$ cat src/rtl/cam_sccb_config.sv
// OV7670 register loader: walks a fixed {sub-address, data} table and emits one SCCB 3-phase write per entry.
// Define CAM_SCCB_TEST_PATTERN_EN to append the colour-bar test-pattern entries to the table.
module cam_sccb_config #(
    parameter int         CLK_FREQ    = 25_000_000,
    parameter int         SCCB_FREQ   = 100_000,
    parameter logic [7:0] CAM_ID      = 8'h42,
    parameter int         RST_WAIT_MS = 1
) (
    input  logic       clk,
    input  logic       rst,
    input  logic       start,
    output logic       sioc,
    output logic       siod_out,
    output logic       siod_oe,
    output logic       busy,
    output logic       done,
    output logic [4:0] reg_idx
);

    localparam int Q       = CLK_FREQ / (4 * SCCB_FREQ);
    localparam int RST_CYC = (RST_WAIT_MS * CLK_FREQ) / 1000;
`ifdef CAM_SCCB_TEST_PATTERN_EN
    localparam int N_REGS  = 11;
`else
    localparam int N_REGS  = 9;
`endif

    typedef enum logic [2:0] {
        IDLE, LOAD, START, BYTE, STOP, GAP, RST_WAIT, DONE
    } state_t;

    state_t      state_q, state_d;
    logic [15:0] tickCnt_q, tickCnt_d;
    logic [2:0]  qtr_q, qtr_d;
    logic [3:0]  bitCnt_q, bitCnt_d;
    logic [1:0]  byteCnt_q, byteCnt_d;
    logic [31:0] waitCnt_q, waitCnt_d;
    logic [4:0]  regIdx_q, regIdx_d;
    logic [7:0]  subAddr_q, subAddr_d;
    logic [7:0]  data_q, data_d;
    logic        doneFlag_q, doneFlag_d;

    logic [7:0]  romSub, romData;
    logic [7:0]  curByte;
    logic        active, tick;

    always_comb begin
        {romSub, romData} = 16'h0000;
        case (regIdx_q)
            5'd0:    {romSub, romData} = 16'h1280;
            5'd1:    {romSub, romData} = 16'h1204;
            5'd2:    {romSub, romData} = 16'h8C02;
            5'd3:    {romSub, romData} = 16'h40D0;
            5'd4:    {romSub, romData} = 16'h1101;
            5'd5:    {romSub, romData} = 16'h0C04;
            5'd6:    {romSub, romData} = 16'h3E1A;
            5'd7:    {romSub, romData} = 16'h7222;
            5'd8:    {romSub, romData} = 16'h73F2;
`ifdef CAM_SCCB_TEST_PATTERN_EN
            5'd9:    {romSub, romData} = 16'h70BA;
            5'd10:   {romSub, romData} = 16'h71B5;
`endif
            default: {romSub, romData} = 16'h0000;
        endcase
    end

    // The quarter-bit divider only runs while the bus is being driven, so every phase starts on a fresh count.
    assign active = (state_q == START) || (state_q == BYTE) || (state_q == STOP) || (state_q == GAP);
    assign tick   = active && (tickCnt_q == 16'(Q - 1));

    always_comb begin
        case (byteCnt_q)
            2'd0:    curByte = CAM_ID;
            2'd1:    curByte = subAddr_q;
            default: curByte = data_q;
        endcase
    end

    always_ff @(posedge clk) begin
        if (rst) begin
            state_q    <= IDLE;
            tickCnt_q  <= '0;
            qtr_q      <= '0;
            bitCnt_q   <= '0;
            byteCnt_q  <= '0;
            waitCnt_q  <= '0;
            regIdx_q   <= '0;
            subAddr_q  <= '0;
            data_q     <= '0;
            doneFlag_q <= 1'b0;
        end else begin
            state_q    <= state_d;
            tickCnt_q  <= tickCnt_d;
            qtr_q      <= qtr_d;
            bitCnt_q   <= bitCnt_d;
            byteCnt_q  <= byteCnt_d;
            waitCnt_q  <= waitCnt_d;
            regIdx_q   <= regIdx_d;
            subAddr_q  <= subAddr_d;
            data_q     <= data_d;
            doneFlag_q <= doneFlag_d;
        end
    end

    always_comb begin
        state_d    = state_q;
        tickCnt_d  = (active && !tick) ? tickCnt_q + 16'd1 : 16'd0;
        qtr_d      = qtr_q;
        bitCnt_d   = bitCnt_q;
        byteCnt_d  = byteCnt_q;
        waitCnt_d  = waitCnt_q;
        regIdx_d   = regIdx_q;
        subAddr_d  = subAddr_q;
        data_d     = data_q;
        doneFlag_d = doneFlag_q;
        sioc       = 1'b1;
        siod_out   = 1'b1;
        siod_oe    = 1'b1;

        case (state_q)
            IDLE: begin
                if (start) begin
                    state_d    = LOAD;
                    regIdx_d   = 5'd0;
                    doneFlag_d = 1'b0;
                end
            end
            LOAD: begin
                subAddr_d = romSub;
                data_d    = romData;
                qtr_d     = 3'd0;
                state_d   = START;
            end
            START: begin
                siod_out = 1'b0;
                if (tick) begin
                    state_d   = BYTE;
                    qtr_d     = 3'd0;
                    bitCnt_d  = 4'd0;
                    byteCnt_d = 2'd0;
                end
            end
            BYTE: begin
                sioc = (qtr_q == 3'd1) || (qtr_q == 3'd2);
                if (bitCnt_q == 4'd8) begin
                    siod_oe = 1'b0;
                end else begin
                    siod_out = curByte[~bitCnt_q[2:0]];
                end
                if (tick) begin
                    if (qtr_q == 3'd3) begin
                        qtr_d = 3'd0;
                        if (bitCnt_q == 4'd8) begin
                            bitCnt_d = 4'd0;
                            if (byteCnt_q == 2'd2) begin
                                byteCnt_d = 2'd0;
                                state_d   = STOP;
                            end else begin
                                byteCnt_d = byteCnt_q + 2'd1;
                            end
                        end else begin
                            bitCnt_d = bitCnt_q + 4'd1;
                        end
                    end else begin
                        qtr_d = qtr_q + 3'd1;
                    end
                end
            end
            STOP: begin
                sioc     = (qtr_q != 3'd0);
                siod_out = 1'b0;
                if (tick) begin
                    if (qtr_q == 3'd1) begin
                        qtr_d   = 3'd0;
                        state_d = GAP;
                    end else begin
                        qtr_d = qtr_q + 3'd1;
                    end
                end
            end
            GAP: begin
                if (tick) begin
                    if (qtr_q == 3'd7) begin
                        qtr_d = 3'd0;
                        // The soft reset needs the camera to settle before anything else is written.
                        if ({subAddr_q, data_q} == 16'h1280) begin
                            state_d = RST_WAIT;
                        end else if (regIdx_q == 5'(N_REGS - 1)) begin
                            state_d = DONE;
                        end else begin
                            regIdx_d = regIdx_q + 5'd1;
                            state_d  = LOAD;
                        end
                    end else begin
                        qtr_d = qtr_q + 3'd1;
                    end
                end
            end
            RST_WAIT: begin
                if (waitCnt_q == 32'(RST_CYC - 1)) begin
                    waitCnt_d = 32'd0;
                    regIdx_d  = regIdx_q + 5'd1;
                    state_d   = LOAD;
                end else begin
                    waitCnt_d = waitCnt_q + 32'd1;
                end
            end
            DONE: begin
                doneFlag_d = 1'b1;
                state_d    = IDLE;
            end
            default: state_d = IDLE;
        endcase
    end

    assign busy    = (state_q != IDLE) && (state_q != DONE);
    assign done    = doneFlag_q || (state_q == DONE);
    assign reg_idx = regIdx_q;

endmodule

$ cat config.mk
export PLATFORM = sky130hd
export DESIGN_NAME = cam_sccb_config
export DESIGN_NICKNAME = d
export VERILOG_FILES = /design/src/rtl/cam_sccb_config.sv
export SDC_FILE = /design/constraint.sdc
export NUM_CORES = 1
export LEC_CHECK = 0
export CAP_MARGIN = 20
export CELL_PAD_IN_SITES_DETAIL_PLACEMENT = 0
export CELL_PAD_IN_SITES_GLOBAL_PLACEMENT = 1
export CORE_MARGIN = 2
export CORE_UTILIZATION = 25
export CTS_CLUSTER_SIZE = 8
export DETAILED_ROUTE_END_ITERATION = 10
export HOLD_SLACK_MARGIN = 0.1
export PLACE_DENSITY_LB_ADDON = 0.1
export SYNTH_ARGS = -nofsm -noshare
export SYNTH_HDL_FRONTEND = slang
export SYNTH_SLANG_ARGS = --single-unit
$ cat constraint.sdc
create_clock -name clk -period 7.1 [get_ports clk]
set_input_delay 1.065 -clock clk [delete_from_list [all_inputs] [get_ports clk]]
set_output_delay 1.065 -clock clk [all_outputs]
set_load 0.05 [all_outputs]
==> out/results.env <==
IOPINCOUNT=13
IR_WORST_VDD_V=0.000117
H-TREE-DEPTH=3
CRITICAL_PATH.N_BUFFERS_INVERTERS=2
POST-ROUTE-DRC-COUNT=0
NUMCTSBUFFERS=9
PERIOD_MINUS_SLACK_PS=3940
CLK-INSERTION-DELAY-LATE_PS=350
PATH_CELLS='inv_1, o311a_1, a21oi_1, o22ai_1, o311ai_0, a21oi_1, clkdlybuf4s50_1'
SYNTH_TOP_AREA_FRAC=0.398
SYNTH_SIMPLE_GATE_AREA_SHARE=0.299
DR_TOTAL_VIAS=4015
POST_CTS.RESIZED_INSTANCES=0
SUMMED_INSTANCE_AREA_OF_THE_SYNTHESIZED_NETLIST_UM2=4830
GLOBALROUTEOVERFLOWTOTAL=0
FINAL_HOLD_FAILS=0
POWER.STATIC_LEAKAGE_nW=1.97
POST_ROUTE_CELLS_DRIVE_ABOVE_1_SHARE=0.0755
SYNTH-ADDER-AREA-SHARE=0.0570
ACHIEVABLE-FREQUENCY_MHz=254
ANTENNADIODECOUNT=0
CRIT-REG2REG-LAUNCH='tickCnt_q[0]'
WORST_PATH_LARGEST_CELL_DELAY_PS=730
SYN_AREA_PER_CELL_UM2=8.25
CLOCK-SKEW-FINAL_PS=14.0
GRT_MAX_DEGREE=41
PWR_DENSITY_CELL_nW_PER_UM2=262
SYNTH.MOST_COMMON_CELL='sky130_fd_sc_hd__dfxtp_1'
GR-USAGE-ALL-LAYERS=0.123
HP-START='tickCnt_q[0]'
PLACE_CONGESTION=0.762
YS_WARN_COUNT=0
CRIT_REQUIRED_PS=6030
OUTCOME='complete, no violations'
RELSLEWSLACK=0.385
SUM_OF_NET_HALF_PERIMETERS_AFTER_DETAILED_PLACEMENT_MM=8.36
DIEHEIGHT_UM=143
INITIAL_UTILIZATION=0.256
CRITPATHLAUNCHTYPE='flip-flop'
GRT_FIRST_PASS_WIRELENGTH_MM=20.0
DRTANTENNAVIOLNETS=0
RSZ0062_AT_GRT='no'
NETLIST_TOP_CELLS_COUNT='sky130_fd_sc_hd__dfxtp_1, sky130_fd_sc_hd__nor2_1, sky130_fd_sc_hd__nand2_1'
LARGEST_DELAY_SHARE_FAMILY_WORST_PATH='compound AO/OA/AOI/OAI gates'
SLEW_VIOLS_FINAL=0
CRIT_TYPE='flip-flop to primary output'
MAX-CAP-VIOLATIONS=0
TIMING.CRITICAL_PATH.FROM='byteCnt_q[0]'
DIEAREA_UM2=20400
SYNTH_TOP_CELL_BY_AREA='sky130_fd_sc_hd__dfxtp_1'
YS_DOMINANT_REG_CELL='sky130_fd_sc_hd__dfxtp_1'
TRITONCTS='done'
POSTSYNTHCELLCOUNT=585
NUMBER_OF_INPUT_AND_OUTPUT_PORT_BUFFERS_INSERTED=12
FINAL_CORE_UTILIZATION=0.294
WORSTPATHMAXFANOUT=7
POSTSYNTH.ASYNCRESETSHARE=0
SYNTHTOLAYOUTAREAGROWTH_PCT=14.5
NUMBER_OF_REGISTER_BITS_INFERRED_BY_SYNTHESIS=96
FIRST_GLOBAL_VIAS=3976
TIMING.CRITICAL_PATH.TO_TYPE='primary output'
SYNTH.YOSYS.SEQ_AREA_SHARE=0.398
TOTALNEGATIVESETUPSLACK_PS=0
FIRSTDRTPASSITERS=4
NUMBER_OF_ENABLE_TYPE_REGISTER_CELLS_IN_THE_SYNTHESIZED_NETLIST=0
PIN_SLEW_WITH_THE_LEAST_HEADROOM_TO_ITS_LIMIT_PS=920
FP.COREAREA_UM2=18800
HOLD_BUFFERS=0
CTS_BUFFER_DEPTH=2
ARRIVAL_PS=2880
FINALSETUPVIOLCOUNT=0
CLKTRANSATPATHREGS_PS=70
POST-ROUTE-PERIOD-UTIL=0.555
CLOCK_SINK_COUNT=96
SYNTH.TOP_CELLS.BY_AREA='sky130_fd_sc_hd__dfxtp_1, sky130_fd_sc_hd__nor2_1, sky130_fd_sc_hd__ha_1'
POST_DETAILED_ROUTE_WIRELENGTH_PER_CELL_UM=13.7
SYNTH_COMPOUND_GATE_AREA_SHARE=0.130
MIN-DELAY-PATH-CLASS='flip-flop to flip-flop'
POST_SYNTH_XOR_AREA_FRACTION=0.0689
YS_TYPES=62
CTS_POST_SETUP_BUFFERS_INSERTED=0
FINAL_NETS=616
DRT_ITER0_MARKERS=240
DIEWIDTH_UM=143
ROWS=50
INITIAL_ANTENNA_VIOLATION_COUNT=0
VIASPERCELL=4.69
SYNTHESIS.NETS=610
SYNTH_TOP_FAMILY_BY_AREA='simple AND/OR/NAND/NOR gates'
CRITICAL-PATH-TOP-CELL-BY-COUNT='sky130_fd_sc_hd__a21oi_1'
ROUTED_WL_MM=11.8
CLOCKROOTBUFFER='sky130_fd_sc_hd__clkbuf_16'
CPMAXSTAGEDELAYCELL='sky130_fd_sc_hd__clkdlybuf4s50_1'
YOSYS-MUX-AREA-FRACTION=0.0127
[logic make-up after synthesis]
kind of cell,count (synthesis)
adders and majority gates,22
AOI/OAI and AO/OA,105
and+or+nand+nor,276
xor gates and xnor gates,38
DFF,96
muxes,6
buffers and inverters,42
[power by group]
group | internal (mW) | total, mW | switching, mW
clock network | 0.281 | 0.510 | 0.229
logic | 0.108 | 0.337 | 0.229
registers | 0.558 | 0.602 | 0.0440
total | 0.947 | 1.45 | 0.502
[layout make-up]
class	instances	area (um^2)
flip-flops and latches	96	1920
fillers	2011	13300
clock inverters	7	86.3
well taps	260	325
inverters	23	86.3
clock buffers	9	225
multi-input cells	447	2740
repair buffers	14	143
[routing by layer]
metal | vias to the layer above | track usage | routed length (um)
met2 | 53 | 0.187 | 5170
met4 | 0 | 0.0334 | 105
met3 | 7 | 0.0268 | 378
met1 | 1909 | 0.176 | 6110
met5 | - | 0 | 0
li1 | 2046 | - | -
[through the flow]
step / cell area (um^2) / std cells / setup WS, ps / total power [mW] / hold slack, ps
after floorplan: 4830 / 585 / 4060 / 0.862 / 445
after global placement: 5200 / 839 / 3310 / 0.954 / 467
after detailed placement: 5200 / 839 / 3290 / 0.954 / 476
after CTS: 5510 / 855 / 3130 / 1.48 / 496
after global routing: 5530 / 856 / 2970 / 1.54 / 537
final: 5530 / 856 / 3160 / 1.45 / 490
[cells in the final DEF, fill, tap and decap left out, types with 4 or more instances in the layout]
| cell | n |
|---|---|
| sky130_fd_sc_hd__dfxtp_1 | 96 |
| sky130_fd_sc_hd__nor2_1 | 95 |
| sky130_fd_sc_hd__nand2_1 | 49 |
| sky130_fd_sc_hd__a21oi_1 | 48 |
| sky130_fd_sc_hd__nand3_1 | 27 |
| sky130_fd_sc_hd__xor2_1 | 26 |
| sky130_fd_sc_hd__o21ai_0 | 24 |
| sky130_fd_sc_hd__ha_1 | 22 |
| sky130_fd_sc_hd__inv_1 | 21 |
| sky130_fd_sc_hd__nor3b_1 | 17 |
| sky130_fd_sc_hd__xnor2_1 | 12 |
| sky130_fd_sc_hd__clkdlybuf4s50_1 | 12 |
| sky130_fd_sc_hd__and3_1 | 10 |
| sky130_fd_sc_hd__nand4_1 | 10 |
| sky130_fd_sc_hd__nor3_1 | 10 |
| sky130_fd_sc_hd__or3_1 | 10 |
| sky130_fd_sc_hd__nor4_1 | 9 |
| sky130_fd_sc_hd__clkbuf_16 | 9 |
| sky130_fd_sc_hd__a31oi_1 | 7 |
| sky130_fd_sc_hd__nor2b_1 | 6 |
| sky130_fd_sc_hd__mux2i_1 | 5 |
| sky130_fd_sc_hd__o211ai_1 | 5 |
| sky130_fd_sc_hd__nand2b_1 | 4 |
| sky130_fd_sc_hd__or2_2 | 4 |
[final timing paths]
check	depth (start not counted)	endpoint	slack [ps]
min	1	tickCnt_q[0]	490
min reg2reg	1	tickCnt_q[0]	490
max	7	siod_out	3160
max reg2reg	14	flip-flop	3820
Note: power is estimated with default switching activity, not from simulation.
